File: src/rtl/simple_rr_sequencer.sv
// Round-robin sequencer sharing one external 4-bit transform unit among NUM_REQ requesters.
// The winner's operand goes to dp_a; dp_b is captured DP_LATENCY edges later and returned with its requester index.
module simple_rr_sequencer #(
  parameter int NUM_REQ    = 4,
  parameter int DP_LATENCY = 1,
  parameter int ID_W       = 2
) (
  input  logic                 clk,
  input  logic                 rst,
  input  logic [NUM_REQ-1:0]   req,
  input  logic [4*NUM_REQ-1:0] req_data,
  output logic [NUM_REQ-1:0]   gnt,
  output logic [3:0]           dp_a,
  input  logic [3:0]           dp_b,
  output logic                 rsp_valid,
  input  logic                 rsp_ready,
  output logic [3:0]           rsp_data,
  output logic [ID_W-1:0]      rsp_id,
  output logic                 busy
);

  localparam int              CNT_W    = (DP_LATENCY > 1) ? $clog2(DP_LATENCY) : 1;
  localparam logic [CNT_W-1:0] CNT_LOAD = CNT_W'(DP_LATENCY - 1);
  localparam logic [ID_W-1:0]  PTR_RST  = ID_W'(NUM_REQ - 1);

  typedef enum logic [1:0] {S_IDLE, S_WAIT, S_RESP} state_t;

  state_t           state_q, state_d;
  logic [ID_W-1:0]  ptr_q, ptr_d;
  logic [ID_W-1:0]  rsp_id_q, rsp_id_d;
  logic [3:0]       dp_a_q, dp_a_d;
  logic [3:0]       rsp_data_q, rsp_data_d;
  logic             rsp_valid_q, rsp_valid_d;
  logic [CNT_W-1:0] cnt_q, cnt_d;

  logic [3:0]       operand [NUM_REQ];
  logic             found;
  logic [ID_W-1:0]  winner;
  logic [3:0]       win_data;

  genvar gi;
  generate
    for (gi = 0; gi < NUM_REQ; gi++) begin : g_operand
      assign operand[gi] = req_data[4*gi +: 4];
    end
  endgenerate

  // Indices above ptr take precedence; otherwise the lowest set index wins (wrap-around).
  always_comb begin
    found    = 1'b0;
    winner   = '0;
    win_data = '0;
    for (int i = 0; i < NUM_REQ; i++) begin
      if (!found && req[i] && (ID_W'(i) > ptr_q)) begin
        found    = 1'b1;
        winner   = ID_W'(i);
        win_data = operand[i];
      end
    end
    for (int i = 0; i < NUM_REQ; i++) begin
      if (!found && req[i]) begin
        found    = 1'b1;
        winner   = ID_W'(i);
        win_data = operand[i];
      end
    end
  end

  always_comb begin
    state_d     = state_q;
    ptr_d       = ptr_q;
    dp_a_d      = dp_a_q;
    rsp_id_d    = rsp_id_q;
    rsp_data_d  = rsp_data_q;
    rsp_valid_d = rsp_valid_q;
    cnt_d       = cnt_q;
    gnt         = '0;
    case (state_q)
      S_IDLE: begin
        if (found && !rst) begin
          gnt      = NUM_REQ'(1) << winner;
          dp_a_d   = win_data;
          rsp_id_d = winner;
          ptr_d    = winner;
          cnt_d    = CNT_LOAD;
          state_d  = S_WAIT;
        end
      end
      S_WAIT: begin
        if (cnt_q != '0) begin
          cnt_d = cnt_q - CNT_W'(1);
        end else begin
          rsp_data_d  = dp_b;
          rsp_valid_d = 1'b1;
          state_d     = S_RESP;
        end
      end
      S_RESP: begin
        if (rsp_ready) begin
          rsp_valid_d = 1'b0;
          state_d     = S_IDLE;
        end
      end
      default: state_d = S_IDLE;
    endcase
  end

  always_ff @(posedge clk) begin
    if (rst) begin
      state_q     <= S_IDLE;
      ptr_q       <= PTR_RST;
      dp_a_q      <= '0;
      rsp_id_q    <= '0;
      rsp_data_q  <= '0;
      rsp_valid_q <= 1'b0;
      cnt_q       <= '0;
    end else begin
      state_q     <= state_d;
      ptr_q       <= ptr_d;
      dp_a_q      <= dp_a_d;
      rsp_id_q    <= rsp_id_d;
      rsp_data_q  <= rsp_data_d;
      rsp_valid_q <= rsp_valid_d;
      cnt_q       <= cnt_d;
    end
  end

  assign dp_a      = dp_a_q;
  assign rsp_valid = rsp_valid_q;
  assign rsp_data  = rsp_data_q;
  assign rsp_id    = rsp_id_q;
  assign busy      = !rst && (state_q != S_IDLE);

endmodule

File: config.mk
export PLATFORM = sky130hd
export DESIGN_NAME = simple_rr_sequencer
export DESIGN_NICKNAME = d
export VERILOG_FILES = /design/src/rtl/simple_rr_sequencer.sv
export SDC_FILE = /design/constraint.sdc
export NUM_CORES = 1
export LEC_CHECK = 0
export ABC_AREA = 1
export BUFFER_PORTS_ARGS = -buffer_cell sky130_fd_sc_hd__buf_2
export CELL_PAD_IN_SITES_DETAIL_PLACEMENT = 1
export CELL_PAD_IN_SITES_GLOBAL_PLACEMENT = 1
export CORE_UTILIZATION = 32
export CTS_BUF_LIST = sky130_fd_sc_hd__clkbuf_8
export DETAILED_ROUTE_END_ITERATION = 6
export GPL_TIMING_DRIVEN = 1
export PLACE_DENSITY = 0.81
export SLEW_MARGIN = 40
export SYNTH_ARGS = -nofsm -noshare
export SYNTH_HDL_FRONTEND = slang
export SYNTH_SLANG_ARGS = --single-unit
File: constraint.sdc
create_clock -name clk -period 1.7 [get_ports clk]
set_input_delay 0.255 -clock clk [delete_from_list [all_inputs] [get_ports clk]]
set_output_delay 0.255 -clock clk [all_outputs]
set_load 0.01 [all_outputs]
# Word-level counts from Yosys, hierarchy flattened
# Cells that the tools add are included.
[classes] magnitude_cmp=4 muxes=35 n_shift=1 bitwise=1 n_reduce_logical=30 addsub=1 n_div=0 eq_ne=5 n_mul=0
[ops] operator="two-way mux 4 bit" n=10
[ops] operator="two-way mux 2 bit" n=9
[ops] operator="logical AND 1 bit" n=13
[ops] operator="two-way mux 1 bit" n=13
[ops] operator="logical NOT 1 bit" n=8
[ops] operator="inequality test 2 bit (second input constant)" n=3
[ops] operator="case mux 2 bit (3 select lines)" n=1
[ops] operator="AND reduction 2 bit" n=3
[ops] operator="AND reduction 3 bit" n=2
[ops] operator="nonzero test 2 bit" n=3
[ops] operator="greater-than comparator 1 x 2 -> 1 bit (first input constant)" n=2
[ops] operator="greater-than comparator 2 bit (first input constant)" n=2
[ops] operator="case mux 1 bit (2 select lines)" n=2
[ops] operator="left shift 1 x 2 -> 4 bit (first input constant)" n=1
[ops] operator="== test 2 x 1 -> 1 bit (second input constant)" n=1
[ops] operator="== test 2 bit (second input constant)" n=1
[ops] operator="logical NOT 2 bit" n=1
[ops] operator="inverter 1 bit" n=1
[ops] operator="subtractor 1 bit (second input constant)" n=1
[totals] register_bits=16 latch_bits=0 n_memories=0 ramBits=0 out_inout_bits=16 word_cells=84 in_bits=27 romBits=0

# Longest topological paths before layout
# Gate-level depths: netlist (run 1).
[logic_depth] ltp_word=30 ltp_mapped=11 mapped_depth_nobuf=10

# Worst setup path before layout (run 1)
# No wires, ideal clock.
[synth_timing] path_kind="register -> output" startpoint="reg ptr_q[1]" endpoint="out gnt[1]" path_buffers=0 required_time_ns=1.445 path_slack_ns=0.099 path_stages_with_launch=9 arrival_ns=1.346 path_cell_list="dfxtp_1 > nand2_1 > nand2_2 > nand3_2 > nor2_4 > nand4_4 > nand4_1 > nand2_2 > nor2_1"
[synth_between] elab_chain_cells=30 word_cells_on_any_way=41 cone_classes="order compare: 4; shift: 1; mux: 17; reduce/logical: 19"
[synth_rtl] element="from (decl)" line_no="29" text="logic [ID_W-1:0] ptr_q, ptr_d;"
[synth_rtl] element="from (signal assigned)" line_no="119" text="ptr_q <= ptr_d;"
[synth_rtl] element="greater-than comparator 1 x 2 -> 1 bit" line_no="54" text="if (!found && req[i] && (ID_W'(i) > ptr_q)) begin"
[synth_rtl] element="logical AND 1 bit" line_no="54"
[synth_rtl] element="two-way mux 1 bit" line_no="54"
[synth_rtl] element="logical NOT 1 bit" line_no="54"
[synth_rtl] element="logical AND 1 bit (2 in a row)" line_no="54"
[synth_rtl] element="two-way mux 1 bit" line_no="54"
[synth_rtl] element="logical NOT 1 bit" line_no="54"
[synth_rtl] element="logical AND 1 bit (2 in a row)" line_no="54"
[synth_rtl] element="[12 not listed]"
[synth_rtl] element="logical AND 1 bit" line_no="61" text="if (!found && req[i]) begin"
[synth_rtl] element="two-way mux 1 bit" line_no="61"
[synth_rtl] element="logical NOT 1 bit" line_no="61"
[synth_rtl] element="logical AND 1 bit" line_no="61"
[synth_rtl] element="two-way mux 2 bit or two-way mux 1 bit (tied branches)" line_no="61"
[synth_rtl] element="left shift 1 x 2 -> 4 bit or logical AND 1 bit (tied branches)" line_no="81, 80"
[synth_rtl] element="two-way mux 4 bit (*)" line_no="80" text="if (found && !rst) begin"
[synth_rtl] element="two-way mux 4 bit (*)" line_no="78" text="case (state_q)"
[synth_rtl] element="to (decl)" line_no="12" text="output logic [NUM_REQ-1:0] gnt,"
# Mark *: on every way between the ends. The rest lies on a longest branch, timed or not.

# Worst setup path after layout (run 1)
[layout_timing] startpoint="reg ptr_q[1]" endpoint="out gnt[3]"
# The elaborated chain is that of the path after synthesis.

==> results_dict.tcl, run 1 <==
set metrics [dict create \
    hold_buffers 0 \
    rows 19 \
    multi_input_area_um2 619 \
    grt_usage_pct 21.9 \
    routed_wl_um 3460 \
    place_ws_ns 0.0139 \
    grt_pass1_vias 1249 \
    nNetsFinal 241 \
    worst_pin_slew_ns 0.336 \
    p_leak_nw 0.794 \
    ys_seq_area_share_pct 31.5 \
    syn2layout_area_growth_pct 49.7 \
    ys_ff_latch 15 \
    worst_path_max_delay_cell "dfxtp_4" \
    drt_iter0_drc 16 \
    clockBufferDepth 2 \
    ys_warn_count 0 \
    p_comb_share_pct 39.0 \
    die_h_um 56.6 \
    numCtsBuffers 3 \
    grt_overflow 0 \
    antenna_found_initial 0 \
    violations "setup timing" \
    path_clk_slew_ns 0.06 \
    crit_path_end_kind "output port" \
    cp.arrival_ns 1.63 \
    clkLatencyLatePin_ns 0.25 \
    yosysTopAreaCell "dfxtp_1" \
    skew_ns 0.00613 \
    cts_tree "built" \
    internal_power_mw 0.750 \
    grt_max_degree 12 \
    syn_area_um2 953 \
    io_pins 43 \
    routedWlPerCell_um 14.2 \
    htree_levels 1 \
    drv_cap 0 \
    swShare_pct 35.5 \
    seqCellArea_um2 308 \
    layout_setup_ws_ns -0.182 \
    first_pass_iters 4 \
    yosys-top-cells-area "dfxtp_1 (31%), nor2_1 (13%), nand3_1 (12%)" \
    routed_via_density 5.16 \
    path_cells "nor2_4 -> nand2_2 -> nand3_4 -> nor2_4 -> nand4_4 -> nand4_1 -> nand2_2 -> nor2_1 -> buf_2" \
    drc 0 \
    drive_gt1_share_pct 40.4 \
    placeableCoreArea_mm2 0.00278 \
    syn-num-nets 179 \
    grt_pass1_wl_um 5560 \
    setup-violations-final 4 \
    n_antenna_cell 0 \
    p_switching_mw 0.414 \
    crit_type "flip-flop to output port" \
    die_area_mm2 0.00320 \
    rsz0062_at_grt "true" \
    place_area_mm2 0.00128 \
    syn_avg_cell_area_um2 6.27 \
    slew_violations 0 \
    finalHoldViolations 0 \
    hp-class "primary input to flip-flop" \
    synth_top_cell_area_share_pct 31.5 \
    final_cell_mix "buf_2 (42), nor2_1 (29), nand2_1 (22), nand3_1 (22), inv_1 (20)" \
    die_x_um 56.6 \
    place_congestion 0.798 \
    synthCells 152 \
    clkPwrFrac_pct 23.6 \
    period_needed_ns 1.88 \
    mostFrequentLayoutCell "buf_2" \
    ant_nets 0 \
    vias 1258 \
    p_seq_share_pct 37.3 \
    start_util_pct 34.3 \
    cts_sinks 15 \
    fmax_mhz 531 \
    cts-root-buf "clkbuf_8" \
    period_share_pct 111 \
    synth.distinct_cells 21 \
    worstPathMaxFanout 5 \
    relSlewSlack_pct 77.5 \
    stdcell_area_mm2 0.00143 \
    critical_path_required_ns 1.44 \
    max_stage_delay_ns 0.39 \
    status "complete, but fails checks" \
    port_buffers 42 \
    nFillCells 395 \
    ir_drop_mv 0.584 \
    powerDensity_mw_per_mm2 815 \
    crit_path_start_kind "flip-flop" \
    place_hpwl_um 2640 \
]
==> cell type report <==
type | count | share of cell area [%]
Multi-Input combinational cell | 114 | 43.4
Inverter | 21 | 5.52
Sequential cell | 15 | 21.6
Clock buffer | 3 | 2.89
Clock inverter | 1 | 0.263
Tap cell | 31 | 2.72
Timing Repair Buffer | 59 | 23.7
==> synthesized netlist by cell type (all sizes together) <==
master  number
nor2        35
nand2       29
nand3       24
inv         21
dfxtp       15
nand4       11
o21ai        9
a21oi        3
a311oi       1
buf          1
clkbuf       1
nand3b       1
nor3         1
==> power by group through the flow <==
stage	Combinational, mW	Clock (mW)	Sequential (mW)
final	0.454	0.275	0.434
after global placement	0.383	0	0.430
after floorplan	0.204	0	0.447
after detailed placement	0.400	0	0.432
after CTS	0.427	0.282	0.429
after global routing	0.504	0.291	0.440
==> metrics by stage <==
step	hold WS, ns	std cells	utilization (%)	power (mW)	setup TNS, ns
finish	0.217	244	51.3	1.16	-0.691
global route	0.250	244	51.3	1.24	-1.04
CTS	0.216	243	49.3	1.14	-0.669
detailed placement	0.458	234	45.9	0.832	0
global placement	0.455	234	45.9	0.813	0
floorplan	0.324	152	-	0.651	0
==> worst max-delay path, delay by kind of cell, from the launching register on <==
family | cells | cell delay [ns]
simple gates | 8 | 0.84
flops | 1 | 0.39
buf+inv | 1 | 0.14
==> metal layers <==
| layer | vias to the layer above | wire, um | global-route usage [%] |
|---|---|---|---|
| li1 | 624 | - | - |
| met1 | 592 | 1420 | 24.3 |
| met2 | 36 | 1830 | 42.9 |
| met3 | 6 | 178 | 3.23 |
| met4 | 0 | 40 | 5.23 |
| met5 | - | 0 | 0 |
==> registers in the layout (all words and copies together) (netlist names) <==
register   cells
state_q        2
dp_a           4
rsp_id         2
rsp_valid      1
ptr_q          2
rsp_data       4
==> what timing repair did <==
action                                  in CTS  in global routing
gates resized for setup                      5                 15
pin swaps                                    3                  7
gates cloned                                 0                  0
buffers inserted                             5                  2
hold endpoints to repair                     0                  0
endpoints found under the setup margin       4                  8
==> final timing paths <==
path	from	endpoint	slack, ns	cells after the start
max	ptr_q[1]	gnt[3]	-0.18	9
min reg2reg	dp_a[3]	dp_a[3]	0.47	2
min	rsp_ready	rsp_valid	0.22	2
max reg2reg	ptr_q[1]	dp_a[0]	0.13	11
==> logic make-up after synthesis <==
kind of cell | Yosys count | synth area share (%)
simple gates | 101 | 51.7
flops | 15 | 31.5
buf+inv | 23 | 9.18
compound gates | 13 | 7.61
Note: power is estimated with default switching activity, not from simulation.
==> run 2: changes to the inputs <==
--- a/config.mk
+++ b/config.mk
@@ -6,14 +6,14 @@
 export NUM_CORES = 1
 export LEC_CHECK = 0
 export ABC_AREA = 1
-export BUFFER_PORTS_ARGS = -buffer_cell sky130_fd_sc_hd__buf_2
 export CELL_PAD_IN_SITES_DETAIL_PLACEMENT = 1
 export CELL_PAD_IN_SITES_GLOBAL_PLACEMENT = 1
-export CORE_UTILIZATION = 32
+export CORE_UTILIZATION = 42
 export CTS_BUF_LIST = sky130_fd_sc_hd__clkbuf_8
 export DETAILED_ROUTE_END_ITERATION = 6
+export DONT_BUFFER_PORTS = 1
 export GPL_TIMING_DRIVEN = 1
-export PLACE_DENSITY = 0.81
+export PLACE_DENSITY = 0.78
 export SLEW_MARGIN = 40
 export SYNTH_ARGS = -nofsm -noshare
 export SYNTH_HDL_FRONTEND = slang
==> results_dict.tcl, run 2 (same netlist as run 1, synthesis figures left out) <==
set metrics [dict create \
    rows 16 \
    setup-violations-final 4 \
    routed_wl_um 3740 \
    start_util_pct 46.7 \
    worst_hold_startpoint "rst" \
    path_clk_slew_ns 0.06 \
    grt_pass1_vias 1175 \
    period_share_pct 114 \
    clockBufferDepth 2 \
    swShare_pct 37.7 \
    port_buffers 0 \
    nNetsFinal 199 \
    crit_type "flip-flop to output port" \
    drc 0 \
    syn2layout_area_growth_pct 32.0 \
    numCtsBuffers 3 \
    vias 1128 \
    die_area_mm2 0.00246 \
    layout_setup_ws_ns -0.233 \
    antenna_found_initial 0 \
    ir_drop_mv 0.913 \
    p_switching_mw 0.433 \
    ant_nets 0 \
    drv_cap 0 \
    htree_levels 1 \
    clkLatencyLatePin_ns 0.25 \
    grt_max_degree 13 \
    hold_end "state_q[1]" \
    rsz0062_at_grt "true" \
    finalHoldViolations 0 \
    worstReg2RegStart "ptr_q[1]" \
    crit_start "ptr_q[1]" \
    relSlewSlack_pct 75.9 \
    drt_iter0_drc 13 \
    grt_overflow 0 \
    stdcell_area_mm2 0.00126 \
    placeableCoreArea_mm2 0.00204 \
    place_ws_ns -0.000376 \
    n_antenna_cell 0 \
    cts_tree "built" \
    p_seq_share_pct 40.1 \
    rr_worst_depth 10 \
    die_x_um 49.6 \
    dp.cells 187 \
    slew_violations 0 \
    hp-class "primary input to flip-flop" \
    hold_slack_ns 0.0710 \
    first_pass_iters 4 \
    die_h_um 49.6 \
    place_area_mm2 0.00105 \
    total_power_mw 1.15 \
    reg2reg_slack_ns 0.01 \
    routed_via_density 5.70 \
    fin_cells 198 \
    routedWlPerCell_um 18.9 \
    grt_pass1_wl_um 5470 \
    fin_util_pct 61.6 \
    grt_usage_pct 29.7 \
    final_cell_mix "nor2_1 (28), nand2_1 (23), inv_1 (20), nand3_1 (20), buf_4 (16)" \
    powerDensity_mw_per_mm2 913 \
    cts-root-buf "clkbuf_8" \
    tns_ns -0.871 \
    cts_sinks 15 \
    violations "setup timing" \
    place_congestion 0.937 \
    mostFrequentLayoutCell "nor2_1" \
    drive_gt1_share_pct 26.9 \
    place_hpwl_um 2410 \
    cp.arrival_ns 1.68 \
    regToRegEndpoint "rsp_id[0]" \
    critical_path_required_ns 1.44 \
    nFillCells 283 \
    hold_buffers 0 \
    fmax_mhz 517 \
    worst_pin_slew_ns 0.361 \
    p_leak_nw 0.614 \
    internal_power_mw 0.717 \
    clkPwrFrac_pct 25.2 \
    worstPathMaxFanout 5 \
    p_comb_share_pct 34.7 \
    min_path_cells 1 \
    crit_path_start_kind "flip-flop" \
    period_needed_ns 1.93 \
    crit_path_end_kind "output port" \
    io_pins 43 \
    status "complete, but fails checks" \
    skew_ns 0.00682 \
]
## run 2: cell types whose count changed in the layout (fill, tap and decap cells not counted), sizes merged
| cell | before | now |
|---|---|---|
| inv | 22 | 21 |
| clkinvlp | 0 | 1 |
| buf | 59 | 17 |
## run 2: timing repair
item | in CTS | in global routing
buffers inserted | 4 | 3
pin swaps | 5 | 6
endpoints found under the setup margin | 4 | 4
cloned | 0 | 0
resized for setup | 14 | 13
## run 2: final cells by class
cell class                 count  area [um2]  area share, %
clock inverter                 1        3.75          0.298
tap                           27        33.8           2.68
inverter                      21        82.6           6.56
clock buffer                   3        41.3           3.28
timing repair buffer          17         131           10.4
sequential                    15         305           24.3
multi-input combinational    114         661           52.5
## run 2: worst max-delay path by stage
stage	to	slack (ns)	cells past startpoint
final	gnt[1]	-0.23	9
after global routing	gnt[1]	-0.30	8
after CTS	gnt[1]	-0.17	8
after detailed placement	gnt[1]	-0.0004	9
after global placement	gnt[2]	0.09	9
after floorplan	gnt[1]	0.1	8
## run 2: power by group through the flow
stage / logic (mW) / clock network [mW] / registers, mW
final: 0.399 / 0.290 / 0.461
after global routing: 0.437 / 0.311 / 0.466
after global placement: 0.271 / 0 / 0.454
after detailed placement: 0.287 / 0 / 0.458
after CTS: 0.331 / 0.289 / 0.455
after floorplan: 0.204 / 0 / 0.447
## run 2: metal layers
metal  part of all wire [%]  track usage [%]  vias up
met5                      0                0        -
met4                    1.7             7.14        0
met3                    4.3             7.41        8
met2                     53             54.1       35
met1                     41             34.3      546
li1                       -                -      539
## run 2: critical path: stages, from the launching register on
cell and delay (ns):
dfxtp_4 0.40, nand2_4 0.07, nand2_4 0.11, nand3_4 0.09
nor2_4 0.19, nand4_2 0.18, nand2_2 0.15, nor2_4 0.05
nand2_2 0.13, nor2_4 0.05
==> run 3: changes to the inputs <==
--- a/config.mk
+++ b/config.mk
@@ -8,12 +8,12 @@
 export ABC_AREA = 1
 export CELL_PAD_IN_SITES_DETAIL_PLACEMENT = 1
 export CELL_PAD_IN_SITES_GLOBAL_PLACEMENT = 1
-export CORE_UTILIZATION = 42
+export CORE_UTILIZATION = 38
 export CTS_BUF_LIST = sky130_fd_sc_hd__clkbuf_8
 export DETAILED_ROUTE_END_ITERATION = 6
 export DONT_BUFFER_PORTS = 1
 export GPL_TIMING_DRIVEN = 1
-export PLACE_DENSITY = 0.78
+export PLACE_DENSITY = 0.75
 export SLEW_MARGIN = 40
 export SYNTH_ARGS = -nofsm -noshare
 export SYNTH_HDL_FRONTEND = slang
==> constraint.sdc (replaced) <==
create_clock -name clk -period 1.6 [get_ports clk]
set_input_delay 0.24 -clock clk [delete_from_list [all_inputs] [get_ports clk]]
set_output_delay 0.24 -clock clk [all_outputs]
set_load 0.01 [all_outputs]
==> results_dict.tcl, run 3 (same netlist as run 1, synthesis figures left out) <==
set metrics [dict create \
    slew_violations 0 \
    crit_type "flip-flop to output port" \
    min_path_cells 1 \
    relSlewSlack_pct 78.7 \
    period_share_pct 117 \
    cts_sinks 15 \
    crit_path_end_kind "output port" \
    vias 1155 \
    start_util_pct 41.5 \
    final_cell_mix "nor2_1 (27), nand2_1 (22), inv_1 (21), nand3_1 (21), buf_4 (21)" \
    hold_slack_ns 0.0557 \
    place_congestion 0.912 \
    max_stage_delay_ns 0.39 \
    multi_input_area_um2 646 \
    grt_overflow 0 \
    fmax_mhz 534 \
    die_area_mm2 0.00271 \
    rr_worst_depth 10 \
    routedWlPerCell_um 17.4 \
    status "complete, but fails checks" \
    cp.arrival_ns 1.63 \
    rows 17 \
    mostFrequentLayoutCell "nor2_1" \
    crit_path_start_kind "flip-flop" \
    powerDensity_mw_per_mm2 942 \
    layout_setup_ws_ns -0.274 \
    ir_drop_mv 0.965 \
    drv_cap 0 \
    port_buffers 0 \
    rsz0062_at_grt "true" \
    die_x_um 52.1 \
    n_antenna_cell 0 \
    routed_via_density 5.69 \
    routed_wl_um 3530 \
    clockBufferDepth 2 \
    placeableCoreArea_mm2 0.00230 \
    worstPathMaxFanout 5 \
    worst_path_max_delay_cell "dfxtp_4" \
    hold_buffers 0 \
    seqCellArea_um2 308 \
    total_power_mw 1.20 \
    io_pins 43 \
    cts-root-buf "clkbuf_8" \
    cts_tree "built" \
    first_pass_iters 4 \
    path_clk_slew_ns 0.06 \
    grt_usage_pct 26.6 \
    die_h_um 52.1 \
    htree_levels 1 \
    period_needed_ns 1.87 \
    grt_pass1_wl_um 5110 \
    skew_ns 0.00145 \
    finalHoldViolations 0 \
    drc 0 \
    nFillCells 320 \
    worst_pin_slew_ns 0.319 \
    nNetsFinal 203 \
    grt_max_degree 12 \
    drt_iter0_drc 9 \
    drive_gt1_share_pct 28.0 \
    setup-violations-final 5 \
    place_hpwl_um 2420 \
    violations "setup timing" \
    numCtsBuffers 3 \
    hp-class "primary input to flip-flop" \
    critical_path_required_ns 1.36 \
    path_cells "inv_1 -> nand2_2 -> nand3_4 -> nor2_4 -> nand4_4 -> nand4_1 -> nand2_2 -> nor2_4" \
    syn2layout_area_growth_pct 33.2 \
    antenna_found_initial 0 \
    grt_pass1_vias 1103 \
    p_leak_nw 0.634 \
    ant_nets 0 \
    clkLatencyLatePin_ns 0.24 \
]
==> run 3: where the power goes <==
group | total [mW] | internal (mW) | switching [mW]
Sequential | 0.489 | 0.426 | 0.0630
Clock | 0.300 | 0.170 | 0.130
Combinational | 0.408 | 0.166 | 0.242
==> run 3: repair_timing <==
item,CTS,global route
setup buffers,6,3
gates resized for setup,18,7
setup endpoints to repair,4,10
endpoints found under the hold margin,0,0
pin swaps,10,9
==> run 3: final cells by class <==
cell class	instances	area share (%)
Sequential cell	15	24.2
Multi-Input combinational cell	114	50.8
Inverter	21	6.21
Tap cell	28	2.76
Clock inverter	1	0.296
Clock buffer	3	3.25
Timing Repair Buffer	21	12.4
==> run 3: worst max-delay path, delay by kind of cell, from the launching register on <==
family | cells | cell delay, ns
AND/OR/NAND/NOR | 7 | 0.93
flip-flops | 1 | 0.39
buffers and inverters | 1 | 0.07
==> run 3: per-stage QoR <==
stage / util (%) / worst slack, ns / instances / cell area [um2] / setup TNS [ns]
2_1_floorplan: - / 0.0143 / 152 / 953 / 0
3_3_place_gp: 46.6 / 0.0165 / 190 / 1070 / 0
3_5_place_dp: 46.6 / -0.0468 / 190 / 1070 / -0.154
4_1_cts: 53.0 / -0.249 / 200 / 1220 / -0.799
5_1_grt: 55.3 / -0.337 / 203 / 1270 / -1.67
6_report: 55.3 / -0.274 / 203 / 1270 / -1.00
==> run 3: final timing paths <==
check,start,slack (ns),end
setup / recovery,ptr_q[1],-0.27,gnt[3]
hold / removal,rst,0.06,state_q[1]
setup reg to reg,ptr_q[1],-0.05,ptr_q[0]
hold reg to reg,dp_a[3],0.53,dp_a[3]
==> run 3: per-layer routing <==
layer,GRT usage (%),vias to the layer above,part of all wire [%]
li1,-,550,-
met1,28.3,551,39
met2,48.7,40,53
met3,8.77,14,5.3
met4,7.66,0,2.7
met5,0,-,0
